**src/rtl/naive_bus_timer_slave_if.sv**
```systemverilog
`default_nettype none
// ============================================================================
// Module      : naive_bus_timer_slave_if
// Description : naive_bus read/write channel bundle with master/slave views.
// Revision    : 1.0
// ============================================================================
interface naive_bus_timer_slave_if;
  logic        rd_req;
  logic        rd_gnt;
  logic [31:0] rd_addr;
  logic [31:0] rd_data;
  logic        wr_req;
  logic        wr_gnt;
  logic [31:0] wr_addr;
  logic [3:0]  wr_byte;
  logic [31:0] wr_data;

  modport master (
    output rd_req, rd_addr, wr_req, wr_addr, wr_byte, wr_data,
    input  rd_gnt, rd_data, wr_gnt
  );

  modport slave (
    input  rd_req, rd_addr, wr_req, wr_addr, wr_byte, wr_data,
    output rd_gnt, rd_data, wr_gnt
  );
endinterface
`default_nettype wire

```
**src/rtl/naive_bus_timer_slave.sv**
```systemverilog
`default_nettype none
// ============================================================================
// Module      : naive_bus_timer_slave
// Description : 64-bit memory-mapped machine timer (mtime/mtimecmp) with
//               prescaler and level interrupt, on the slave side of naive_bus.
// Revision    : 1.0
// ============================================================================
module naive_bus_timer_slave #(
  parameter int          PRE_W   = 16,
  parameter logic [63:0] CMP_RST = 64'hFFFF_FFFF_FFFF_FFFF
) (
  input  wire logic                clk,
  input  wire logic                rst,
  naive_bus_timer_slave_if.slave   bus,
  output      logic                o_irq
);

  localparam logic [2:0] c_MTIME_LO = 3'd0;
  localparam logic [2:0] c_MTIME_HI = 3'd1;
  localparam logic [2:0] c_CMP_LO   = 3'd2;
  localparam logic [2:0] c_CMP_HI   = 3'd3;
  localparam logic [2:0] c_CTRL     = 3'd4;
  localparam logic [2:0] c_PRESCALE = 3'd5;
  localparam logic [2:0] c_STATUS   = 3'd6;

  logic [63:0]      r_mtime;
  logic [63:0]      r_cmp;
  logic [31:0]      r_shadow;
  logic [31:0]      r_rd_data;
  logic [PRE_W-1:0] r_prescale;
  logic [PRE_W-1:0] r_pcnt;
  logic             r_en;
  logic             r_irq_en;
  logic             r_pending;

  logic             w_wr;
  logic             w_rd;
  logic [2:0]       w_wsel;
  logic [2:0]       w_rsel;
  logic             w_tick;
  logic             w_set;
  logic             w_clr;
  logic [31:0]      w_rd_mux;
  logic [31:0]      w_mlo_m;
  logic [31:0]      w_mhi_m;
  logic [31:0]      w_clo_m;
  logic [31:0]      w_chi_m;
  logic [31:0]      w_ctrl_m;
  logic [31:0]      w_pre_m;
  logic             w_unused;

  function automatic logic [31:0] f_merge(input logic [31:0] old,
                                          input logic [31:0] din,
                                          input logic [3:0]  be);
    logic [31:0] res;
    res = old;
    for (int i = 0; i < 4; i++) begin
      if (be[i]) res[8*i +: 8] = din[8*i +: 8];
    end
    return res;
  endfunction

  assign w_wr   = bus.wr_req;
  assign w_rd   = bus.rd_req & ~bus.wr_req;
  assign w_wsel = bus.wr_addr[4:2];
  assign w_rsel = bus.rd_addr[4:2];

  assign bus.wr_gnt  = w_wr;
  assign bus.rd_gnt  = w_rd;
  assign bus.rd_data = r_rd_data;
  assign o_irq       = r_pending & r_irq_en;

  assign w_mlo_m  = f_merge(r_mtime[31:0],  bus.wr_data, bus.wr_byte);
  assign w_mhi_m  = f_merge(r_mtime[63:32], bus.wr_data, bus.wr_byte);
  assign w_clo_m  = f_merge(r_cmp[31:0],    bus.wr_data, bus.wr_byte);
  assign w_chi_m  = f_merge(r_cmp[63:32],   bus.wr_data, bus.wr_byte);
  assign w_ctrl_m = f_merge({30'd0, r_irq_en, r_en}, bus.wr_data, bus.wr_byte);
  assign w_pre_m  = f_merge(32'(r_prescale), bus.wr_data, bus.wr_byte);

  // >= rather than == so lowering PRESCALE below a running pcnt ticks at once instead of wrapping
  assign w_tick = r_en & (r_pcnt >= r_prescale);
  assign w_set  = r_en & (r_mtime >= r_cmp);
  assign w_clr  = w_wr & (w_wsel == c_STATUS) & bus.wr_byte[0] & bus.wr_data[0];

  assign w_unused = ^{bus.rd_addr[31:5], bus.rd_addr[1:0], bus.wr_addr[31:5],
                      bus.wr_addr[1:0], w_ctrl_m, w_pre_m};

  always_comb begin
    w_rd_mux = 32'd0;
    case (w_rsel)
      c_MTIME_LO: w_rd_mux = r_mtime[31:0];
      c_MTIME_HI: w_rd_mux = r_shadow;
      c_CMP_LO:   w_rd_mux = r_cmp[31:0];
      c_CMP_HI:   w_rd_mux = r_cmp[63:32];
      c_CTRL:     w_rd_mux = {30'd0, r_irq_en, r_en};
      c_PRESCALE: w_rd_mux = 32'(r_prescale);
      c_STATUS:   w_rd_mux = {31'd0, r_pending};
      default:    w_rd_mux = 32'd0;
    endcase
  end

  always_ff @(posedge clk) begin
    if (rst) begin
      r_mtime    <= 64'd0;
      r_cmp      <= CMP_RST;
      r_shadow   <= 32'd0;
      r_rd_data  <= 32'd0;
      r_prescale <= '0;
      r_pcnt     <= '0;
      r_en       <= 1'b0;
      r_irq_en   <= 1'b0;
      r_pending  <= 1'b0;
    end else begin
      // A write to either mtime half suppresses that cycle's increment entirely
      if (w_wr && w_wsel == c_MTIME_LO) begin
        r_mtime[31:0] <= w_mlo_m;
      end else if (w_wr && w_wsel == c_MTIME_HI) begin
        r_mtime[63:32] <= w_mhi_m;
      end else if (w_tick) begin
        r_mtime <= r_mtime + 64'd1;
      end

      if (r_en) begin
        r_pcnt <= w_tick ? '0 : r_pcnt + PRE_W'(1);
      end

      if (w_wr) begin
        case (w_wsel)
          c_CMP_LO:   r_cmp[31:0]  <= w_clo_m;
          c_CMP_HI:   r_cmp[63:32] <= w_chi_m;
          c_CTRL: begin
            r_en     <= w_ctrl_m[0];
            r_irq_en <= w_ctrl_m[1];
          end
          c_PRESCALE: r_prescale <= w_pre_m[PRE_W-1:0];
          default: ;
        endcase
      end

      if (w_set) begin
        r_pending <= 1'b1;
      end else if (w_clr) begin
        r_pending <= 1'b0;
      end

      if (w_rd) begin
        r_rd_data <= w_rd_mux;
        if (w_rsel == c_MTIME_LO) r_shadow <= r_mtime[63:32];
      end
    end
  end

endmodule
`default_nettype wire
```
**src/flat_wrapper.sv**
```systemverilog
// flat-port wrapper written by rule: the top's interface ports become plain ports
module naive_bus_timer_slave_flat 
#(
  parameter int          PRE_W   = 16,
  parameter logic [63:0] CMP_RST = 64'hFFFF_FFFF_FFFF_FFFF
)
  (clk, rst, o_irq, bus_rd_req, bus_rd_addr, bus_wr_req, bus_wr_addr, bus_wr_byte, bus_wr_data, bus_rd_gnt, bus_rd_data, bus_wr_gnt);
  naive_bus_timer_slave_if bus_i ();
  input  wire logic clk;
  input  wire logic rst;
  output      logic o_irq;
  input wire logic [$bits(bus_i.rd_req)-1:0] bus_rd_req;
  input wire logic [$bits(bus_i.rd_addr)-1:0] bus_rd_addr;
  input wire logic [$bits(bus_i.wr_req)-1:0] bus_wr_req;
  input wire logic [$bits(bus_i.wr_addr)-1:0] bus_wr_addr;
  input wire logic [$bits(bus_i.wr_byte)-1:0] bus_wr_byte;
  input wire logic [$bits(bus_i.wr_data)-1:0] bus_wr_data;
  output wire logic [$bits(bus_i.rd_gnt)-1:0] bus_rd_gnt;
  output wire logic [$bits(bus_i.rd_data)-1:0] bus_rd_data;
  output wire logic [$bits(bus_i.wr_gnt)-1:0] bus_wr_gnt;
  assign bus_i.rd_req = bus_rd_req;
  assign bus_i.rd_addr = bus_rd_addr;
  assign bus_i.wr_req = bus_wr_req;
  assign bus_i.wr_addr = bus_wr_addr;
  assign bus_i.wr_byte = bus_wr_byte;
  assign bus_i.wr_data = bus_wr_data;
  assign bus_rd_gnt = bus_i.rd_gnt;
  assign bus_rd_data = bus_i.rd_data;
  assign bus_wr_gnt = bus_i.wr_gnt;
  naive_bus_timer_slave #(.PRE_W(PRE_W), .CMP_RST(CMP_RST)) u_core (.clk(clk), .rst(rst), .bus(bus_i), .o_irq(o_irq));
endmodule
```
**config.mk**
```make
export PLATFORM = sky130hd
export DESIGN_NAME = naive_bus_timer_slave_flat
export DESIGN_NICKNAME = d
export VERILOG_FILES = /design/src/rtl/naive_bus_timer_slave_if.sv /design/src/rtl/naive_bus_timer_slave.sv /design/src/flat_wrapper.sv
export SDC_FILE = /design/constraint.sdc
export NUM_CORES = 1
export LEC_CHECK = 0
export CORE_MARGIN = 3
export CORE_UTILIZATION = 55
export CTS_CLUSTER_SIZE = 10
export DETAILED_ROUTE_END_ITERATION = 8
export PLACE_DENSITY = 0.77
export SYNTH_ARGS = -nofsm -noshare
export SYNTH_HDL_FRONTEND = slang
export SYNTH_SLANG_ARGS = --single-unit
```
**constraint.sdc**
```tcl
create_clock -name clk -period 3.9 [get_ports clk]
set_clock_uncertainty 0.05 [all_clocks]
set_input_delay 1.17 -clock clk [delete_from_list [all_inputs] [get_ports clk]]
set_output_delay 1.17 -clock clk [all_outputs]
set_load 0.005 [all_outputs]
```
==> results.md, run 1 <==
* Post-CTS Setup Inserts at 0
* Core Box Area at 24,500 sq um
* Root buffer cell: clkbuf_16
* Cell Pwr Density at 346 nW/um^2
* WS Path Type: input port to output port
* Seq pwr share at 44.1%
* GRT overflow at 0
* Status: finished clean
* Syn Area/Cell at 7.99 sq um
* Chip Height at 164 um
* Sum of negative setup slack at 0 ns
* Post-Synthesis Cells at 1,727
* Longest Clk Path Bufs at 3
* TritonCTS Buffers at 28
* CTS Sinks at 227
* Final hold viol count at 0
* Port buffer count at 80
* Number of global-route vias before repair at 13,000
* Initial antenna violation count at 1
* Vias at 14,000
* Resized cells post-CTS at 0
* # rows at 57
* Share of layout cells above drive strength 1 at 7.48%
* Post-CTS Hold Buffers at 0
* Share of the synthesized area in the top cell type at 33.0%
* Final Cycle Share at 93.2%
* Antenna fix cells at 0
* Drt pass-1 iters at 6
* Initial Util at 56.4%
* Startpoint Class: input port
* Nets at 1,938
* Synth Flop Type: dfxtp_1
* Combinational share of power at 10.5%
* Die area at 27,000 sq um
* Worst-Skew Late Latency at 0.55 ns
* Peak VDD IR at 0.000352 V
* Finished Cell Area at 15,700 sq um
* Multi-input gate area at 8310 sq um
* Largest net degree at the start of global routing at 75
* Pint at 4.04 mW
* Seq/Total Area, Yosys at 33.0%
* Mapped Area at 13,800 sq um
* CTS tree: done
* CP endpoint kind: output port
* EDFF count, synth at 0
* CP max FO at 2
* Min-delay src: u_core.r_shadow[19]
* Clock Pin Slew Worst Setup and Hold Paths at 0.05 ns
* Total power at 5.42 mW
* Crit path launch: bus_wr_req
* Switching Fraction at 25.5%
* ANT nets after route at 0
* Sw power at 1.38 mW
* Netlist cell types at 79
* Setup violators final at 0
* Tmin final at 3.64 ns
* Post-synth top cells: nand2_1 (250), dfxtp_1 (227), nor2_1 (146)
* Synthesis-to-layout area growth at 13.7%
* Vias per std cell at 6.69
* HPWL after DPL at 33.4 mm
* Synth Register Bits at 227
* Yosys warns at 0
* DRT Wirelength at 46.6 mm
* Worst hold path class: flip-flop to flip-flop
* Max Freq at 0.275 GHz
* Total track usage at 34.0%
* Max Cap Viol at 0
* Slew HR at 25.1%
* CP Data Required Time at 2.68 ns
* Layout fillers at 2,123
* First-pass GRT wire length at 72.7 mm
* Actual slew at the worst max-slew pin at 1.10 ns
* Top Ports at 139
* Pins over their slew limit at 0
* Count leader, synth: nand2_1
* Post-synth net total at 1,913
* Die Wd at 164 um
* H-tree depth at 1
* Synth area leaders: dfxtp_1 (33%), ha_1 (7.4%), nand2_1 (6.8%)
* Worst setup margin at 0.264 ns
* Post-route DRC at 0
* Cell taking the most area after synthesis: dfxtp_1
* FF-to-FF Start: u_core.r_mtime[1]
* Final std cells w/o fill at 2,088
* RePlAce Congestion at 0.968
* Worst slack, placed at 0.214 ns
* Crit path arrival time at 2.42 ns
* FFs w/ async S/R, synth at 0%
* Cells after DPL at 2,046
* DRT iter0 DRCs at 1,714
* Register area at 4540 sq um
* WL per Instance at 22.3 um
* Pleak at 6.15 nW
* RSZ-0062 raised after global routing: false
* Placed cell area at 14,800 sq um
* Clock Power Share at 45.4%
[power groups by stage]
stage	registers, mW	logic (mW)	clock network [mW]
after floorplan	2.43	0.321	0
after global placement	2.44	0.541	0
after detailed placement	2.44	0.549	0
after CTS	2.39	0.553	2.48
after global routing	2.40	0.604	2.58
final	2.39	0.568	2.46
[stage by stage]
stage | util [%] | hold slack [ns]
5_1_grt | 64.1 | 0.424
3_3_place_gp | 60.6 | 0.390
6_report | 64.1 | 0.402
2_1_floorplan | - | 0.383
4_1_cts | 64.1 | 0.405
3_5_place_dp | 60.6 | 0.397
[cell usage in the layout (no fill, tap or decap), types with 8 or more instances in the layout]
| master | instances |
|---|---|
| nand2_1 | 250 |
| dfxtp_1 | 227 |
| nor2_1 | 146 |
| a21oi_1 | 136 |
| inv_1 | 92 |
| ha_1 | 82 |
| clkdlybuf4s50_1 | 77 |
| o211ai_1 | 68 |
| nand3_1 | 52 |
| o21ai_0 | 49 |
| o31ai_1 | 46 |
| nand4_1 | 44 |
| buf_4 | 43 |
| mux2i_1 | 38 |
| a22oi_1 | 38 |
| clkbuf_16 | 29 |
| o311ai_0 | 26 |
| nor3_1 | 24 |
| nor4_1 | 20 |
| and2_1 | 19 |
| a31oi_1 | 19 |
| mux4_2 | 16 |
| a22o_1 | 16 |
| and4_1 | 14 |
| and3_1 | 12 |
| a21o_1 | 11 |
| or4_1 | 10 |
| o41ai_1 | 10 |
| xnor2_1 | 9 |
| a211oi_1 | 8 |
| o32ai_1 | 8 |
| clkbuf_8 | 8 |
[metal layers]
layer | track usage, % | wire length, um
met5 | 0 | 29
met4 | 14.8 | 2050
met3 | 6.18 | 4930
met2 | 51.1 | 20200
met1 | 47.7 | 19400
[worst paths after layout]
path	to	slack (ns)	depth (start not counted)
max	bus_rd_gnt	0.26	4
min	u_core.r_shadow[19]	0.40	2
max reg2reg	u_core.r_mtime[56]	0.86	7
min reg2reg	u_core.r_shadow[19]	0.40	2
[flip-flops by register name, indices dropped and copies added (netlist names)]
signal,count
u_core.r_prescale,16
u_core.r_en,1
u_core.r_irq_en,1
u_core.r_cmp,64
u_core.r_pending,1
u_core.r_shadow,32
u_core.r_mtime,64
u_core.r_pcnt,16
u_core.bus.rd_data,32
[kinds of logic after synthesis]
logic type	share of synthesized area (%)
flops	33.0
buf+inv	7.07
simple gates	22.2
compound gates	24.0
fa+ha+maj	7.44
mux	5.37
xor+xnor	0.953
[worst max-delay path, stage by stage]
cell and delay (ns):
clkdlybuf4s50_1 0.41, nand2b_2 0.26, inv_1 0.08, clkdlybuf4s50_1 0.50
[final cells by class]
| class | count | share of cell area (%) |
|---|---|---|
| Clock buffer | 41 | 5.42 |
| Inverter | 93 | 2.23 |
| Multi-Input combinational cell | 1274 | 53.0 |
| Timing Repair Buffer | 128 | 7.80 |
| Tap cell | 324 | 2.58 |
| Clock inverter | 1 | 0.0319 |
| Sequential cell | 227 | 29.0 |
Power figures use the tool's default switching activity.
==> run 2: changes to the inputs <==
==> constraint.sdc (replaced) <==
create_clock -name clk -period 3.5 [get_ports clk]
set_clock_uncertainty 0.05 [all_clocks]
set_input_delay 1.05 -clock clk [delete_from_list [all_inputs] [get_ports clk]]
set_output_delay 1.05 -clock clk [all_outputs]
set_load 0.005 [all_outputs]
==> results.md, run 2 (synthesis gave the netlist of run 1 again) <==
* Post-route DRC at 0 (unchanged)
* Post-layout util at 64.6% (+0.50 points)
* Vias per std cell at 6.68 (-0.19%)
* Pint at 4.29 mW (+6.2%)
* Number of cells on the worst reg-to-reg path at 7 (unchanged)
* CP max FO at 3 (+1)
* Initial Util at 56.4% (unchanged)
* Largest net degree at the start of global routing at 50 (-33%)
* DRT iter0 DRCs at 1,744 (+1.8%)
* Actual slew at the worst max-slew pin at 0.764 ns (-0.331 ns)
* Seq pwr share at 46.1% (+2.0 points)
* Clock Power Share at 42.6% (-2.8 points)
* Biggest regs: u_core.r_cmp: 64 flops, u_core.r_mtime: 64 flops
* Max Cap Viol at 0 (unchanged)
* Nets at 1,972 (+1.8%)
* CP Data Required Time at 2.40 ns (-0.28 ns)
* DRT Wirelength at 47.6 mm (+2.1%)
* Core Box Area at 24,500 sq um (unchanged)
* Startpoint Class: input port
* Drt pass-1 iters at 7 (+1)
* Crit path arrival time at 2.35 ns (-0.07 ns)
* Setup violators final at 0 (unchanged)
* RePlAce Congestion at 0.950 (-1.8%)
* CTS tree: done
* Reg2Reg Setup Slack at 0.47 ns (-0.39 ns)
* Die Wd at 164 um (unchanged)
* WS Path Type: input port to output port
* Post-CTS Hold Buffers at 0 (unchanged)
* Vias at 14,100 (+1.2%)
* Worst hold path class: flip-flop to flip-flop
* Initial antenna violation count at 0 (-1)
* Worst Hold End: u_core.r_shadow[12]
* Die area at 27,000 sq um (unchanged)
* Min-delay src: u_core.r_shadow[12]
* Final std cells w/o fill at 2,117 (+1.4%)
* Worst slack, placed at 0.0377 ns (-0.176 ns)
* ANT nets after route at 0 (unchanged)
* Status: finished clean
* Sw power at 1.51 mW (+9.0%)
* WL per Instance at 22.5 um (+0.70%)
* GRT overflow at 0 (unchanged)
* CTS Sinks at 227 (unchanged)
* Pleak at 6.26 nW (+1.7%)
* Total track usage at 34.5% (+0.45 points)
* Antenna fix cells at 0 (unchanged)
* Sum of negative setup slack at 0 ns (unchanged)
* Commonest non-fill, non-tap cell in the layout: nand2_1
* Worst setup margin at 0.0458 ns (-0.218 ns)
* Switching Fraction at 26.0% (+0.51 points)
* Share of layout cells above drive strength 1 at 8.81% (+1.3 points)
* Hold-critical path depth at 2 (unchanged)
* Root buffer cell: clkbuf_16
* Post-CTS Setup Inserts at 0 (unchanged)
* Peak VDD IR at 0.000403 V (+14%)
* Number of global-route vias before repair at 13,100 (+1.2%)
* RSZ-0062 raised after global routing: false
* Port buffer count at 80 (unchanged)
* TritonCTS Buffers at 27 (-3.6%)
* Worst-Skew Late Latency at 0.53 ns (-0.02 ns)
* Pins over their slew limit at 0 (unchanged)
* First-pass GRT wire length at 73.5 mm (+1.1%)
* R2R Path End: u_core.r_mtime[54]
* Final hold viol count at 0 (unchanged)
* Max Freq at 0.290 GHz
* Total power at 5.80 mW (+6.9%)
* Most frequent cells in the layout: nand2_1 (250), dfxtp_1 (227), nor2_1 (146)
* Top Ports at 139 (unchanged)
* H-tree depth at 1 (unchanged)
* Combinational share of power at 11.3% (+0.8 points)
* # rows at 57 (unchanged)
* Cell Pwr Density at 367 nW/um^2 (+6.0%)
* Longest Clk Path Bufs at 3 (unchanged)
* CP endpoint kind: output port
* Resized cells post-CTS at 0 (unchanged)
* Tmin final at 3.45 ns
* Final Cycle Share at 98.7%
* HPWL after DPL at 34.5 mm (+3.5%)
* Slew HR at 49.0% (+24 points)
* Chip Height at 164 um (unchanged)
* Synthesis-to-layout area growth at 14.6%
* FF-to-FF Start: u_core.r_mtime[1]
* Clock Pin Slew Worst Setup and Hold Paths at 0.05 ns (about the same)
* Cells after DPL at 2,081 (+1.7%)
run 2: cell count changes in the layout (fill, tap and decap cells not counted), sizes merged:
cell,previous run,this run
buf,51,86
clkbuf,41,35
run 2: power by group through the flow:
stage	clock, mW	combinational (mW)	sequential, mW
finish	2.47	0.656	2.67
global route	2.60	0.694	2.67
CTS	2.48	0.636	2.67
detailed placement	0	0.632	2.72
global placement	0	0.625	2.72
floorplan	0	0.358	2.71
run 2: metal layers:
metal | global-route usage, % | wire length [um]
met1 | 47.8 | 19500
met2 | 53.3 | 20800
met3 | 6.41 | 5320
met5 | 0 | 0
met4 | 13.0 | 2000
run 2: layout make-up:
type	count	area [sq um]
Timing Repair Buffer	163	1470
Inverter	93	349
Tap cell	324	405
Multi-Input combinational cell	1274	8300
Fill cell	2112	8650
Clock inverter	1	5.00
Clock buffer	35	726
Sequential cell	227	4540
run 2: critical path, stage by stage:
cell	delay (ns)
clkdlybuf4s50_1	0.44
nand2b_2	0.28
inv_1	0.09
clkdlybuf4s50_1	0.49
run 2: worst max path at each step:
stage                        start                  to  slack [ns]  depth (start not counted)
floorplan               bus_wr_req          bus_rd_gnt        0.39                          5
global placement    bus_wr_addr[4]  u_core.r_mtime[26]        0.06                          7
detailed placement  bus_wr_addr[4]  u_core.r_mtime[26]        0.04                          7
CTS                     bus_wr_req          bus_rd_gnt        0.05                          4
global route            bus_wr_req          bus_rd_gnt      0.0008                          4
finish                  bus_wr_req          bus_rd_gnt        0.05                          4
run 2: per-stage QoR:
step / hold WS [ns] / instance area, sq um
after floorplan: 0.383 / 13800
after global placement: 0.389 / 15100
after detailed placement: 0.397 / 15100
after CTS: 0.404 / 15800
after global routing: 0.422 / 15800
final: 0.404 / 15800
==> run 3: changes to the inputs <==
==> constraint.sdc (replaced) <==
create_clock -name clk -period 4.45 [get_ports clk]
set_clock_uncertainty 0.05 [all_clocks]
set_input_delay 1.335 -clock clk [delete_from_list [all_inputs] [get_ports clk]]
set_output_delay 1.335 -clock clk [all_outputs]
set_load 0.005 [all_outputs]
==> results.md, run 3 (synthesis gave the netlist of run 1 again) <==
* Die Wd at 164 um (unchanged)
* GRT overflow at 0 (unchanged)
* TritonCTS Buffers at 27 (unchanged)
* Max Freq at 0.253 GHz
* CP max FO at 2 (-1)
* DRT iter0 DRCs at 1,773 (+1.7%)
* Most frequent cells in the layout: nand2_1 (250), dfxtp_1 (227), nor2_1 (146)
* Final Cycle Share at 88.9%
* Die area at 27,000 sq um (unchanged)
* Placed cell area at 14,800 sq um (-2.1%)
* Max Cap Viol at 0 (unchanged)
* Startpoint Class: input port
* GR Util met2 at 50.4% (-2.9 points)
* Antenna fix cells at 0 (unchanged)
* Worst-Skew Late Latency at 0.53 ns (about the same)
* Post-route DRC at 0 (unchanged)
* CTS Sinks at 227 (unchanged)
* Commonest non-fill, non-tap cell in the layout: nand2_1
* Tmin final at 3.96 ns
* CP Data Required Time at 3.06 ns (+0.66 ns)
* Finished Cell Area at 15,500 sq um (-2.0%)
* Cell Pwr Density at 292 nW/um^2 (-20%)
* H-tree depth at 1 (unchanged)
* Actual slew at the worst max-slew pin at 0.813 ns (+0.0491 ns)
* Resized cells post-CTS at 0 (unchanged)
* Nets at 1,930 (-2.1%)
* Top Usage Layer GRT: met2
* Initial Util at 56.4% (unchanged)
* Pins over their slew limit at 0 (unchanged)
* WS Path Type: input port to output port
* Layout fillers at 2,138 (+1.2%)
* Post-CTS Setup Inserts at 0 (unchanged)
* Largest net degree at the start of global routing at 104 (+110%)
* Worst hold path class: flip-flop to flip-flop
* HPWL after DPL at 32.6 mm (-5.5%)
* Core Box Area at 24,500 sq um (unchanged)
* DRT Wirelength at 45.8 mm (-3.7%)
* Vias per std cell at 6.74 (+0.93%)
* RSZ-0062 raised after global routing: false
* Post-CTS Hold Buffers at 0 (unchanged)
* Port buffer count at 80 (unchanged)
* Clock Pin Slew Worst Setup and Hold Paths at 0.06 ns (about the same)
* Final hold viol count at 0 (unchanged)
* Slew HR at 45.4% (-3.5 points)
* CTS tree: done
* Biggest regs: u_core.r_cmp: 64 flops, u_core.r_mtime: 64 flops
* Met1 Usage GRT at 47.3% (-0.50 points)
* Reg2Reg Setup Slack at 1.43 ns (+0.96 ns)
* Total track usage at 33.4% (-1.1 points)
* CP endpoint kind: output port
* Chip Height at 164 um (unchanged)
* Share of layout cells above drive strength 1 at 6.69% (-2.1 points)
* Setup violators final at 0 (unchanged)
* First-pass GRT wire length at 71.9 mm (-2.2%)
* RePlAce Congestion at 0.951 (about the same)
* Crit path arrival time at 2.57 ns (+0.22 ns)
* Pleak at 6.04 nW (-3.4%)
* # rows at 57 (unchanged)
* ANT nets after route at 0 (unchanged)
* Top Ports at 139 (unchanged)
* WL per Instance at 22.1 um (-1.7%)
* Synthesis-to-layout area growth at 12.3%
* Drt pass-1 iters at 6 (-1)
* Sum of negative setup slack at 0 ns (unchanged)
* Status: finished clean
* Post-layout util at 63.3% (-1.3 points)
* Vias at 14,000 (-1.1%)
* Total power at 4.52 mW (-22%)
* Number of global-route vias before repair at 12,900 (-1.4%)
* Met3 usage at 5.52% (-0.88 points)
* Fin Hold WS at 0.400 ns (-0.00388 ns)
* Longest Clk Path Bufs at 3 (unchanged)
* Root buffer cell: clkbuf_16
* Peak VDD IR at 0.000268 V (-33%)
* Initial antenna violation count at 0 (unchanged)
## run 3: final cells by class
class | count | area, sq um | area share [%]
Clock inverter | 2 | 10.0 | 0.0646
Timing Repair Buffer | 121 | 1160 | 7.48
Clock buffer | 33 | 708 | 4.57
Sequential cell | 227 | 4540 | 29.3
Tap cell | 324 | 405 | 2.62
Inverter | 93 | 349 | 2.25
Multi-Input combinational cell | 1274 | 8310 | 53.7
## run 3: worst paths after layout
path,start,end,cells past startpoint
worst min register to register,u_core.bus.rd_data[1],u_core.bus.rd_data[1],2
worst max-delay path,bus_wr_req,bus_rd_gnt,4
worst min-delay path,u_core.bus.rd_data[1],u_core.bus.rd_data[1],2
worst max register to register,u_core.r_mtime[1],u_core.r_mtime[56],7
## run 3: metrics by stage
step	setup slack, ns	instances
floorplan	0.773	1727
global route	0.437	2074
detailed placement	0.484	2039
CTS	0.485	2074
finish	0.492	2074
global placement	0.481	2039
## run 3: routing by layer
| metal | routed length (um) | vias up |
|---|---|---|
| li1 | - | 6393 |
| met1 | 19000 | 6613 |
| met2 | 19900 | 826 |
| met3 | 4800 | 143 |
| met4 | 2130 | 0 |
| met5 | 0 | - |
## run 3: worst max-delay path: stages
cell and delay [ns]:
clkdlybuf4s50_1 0.41, nand2b_2 0.26, inv_1 0.08, clkdlybuf4s50_1 0.49
## run 3: report_power, final
group          switching, mW  total (mW)  leakage (nW)  internal, mW
clock network          0.836        1.93         0.354          1.10
logic                  0.310       0.486          3.85         0.177
registers             0.0379        2.10          1.84          2.07
total                   1.18        4.52          6.04          3.34
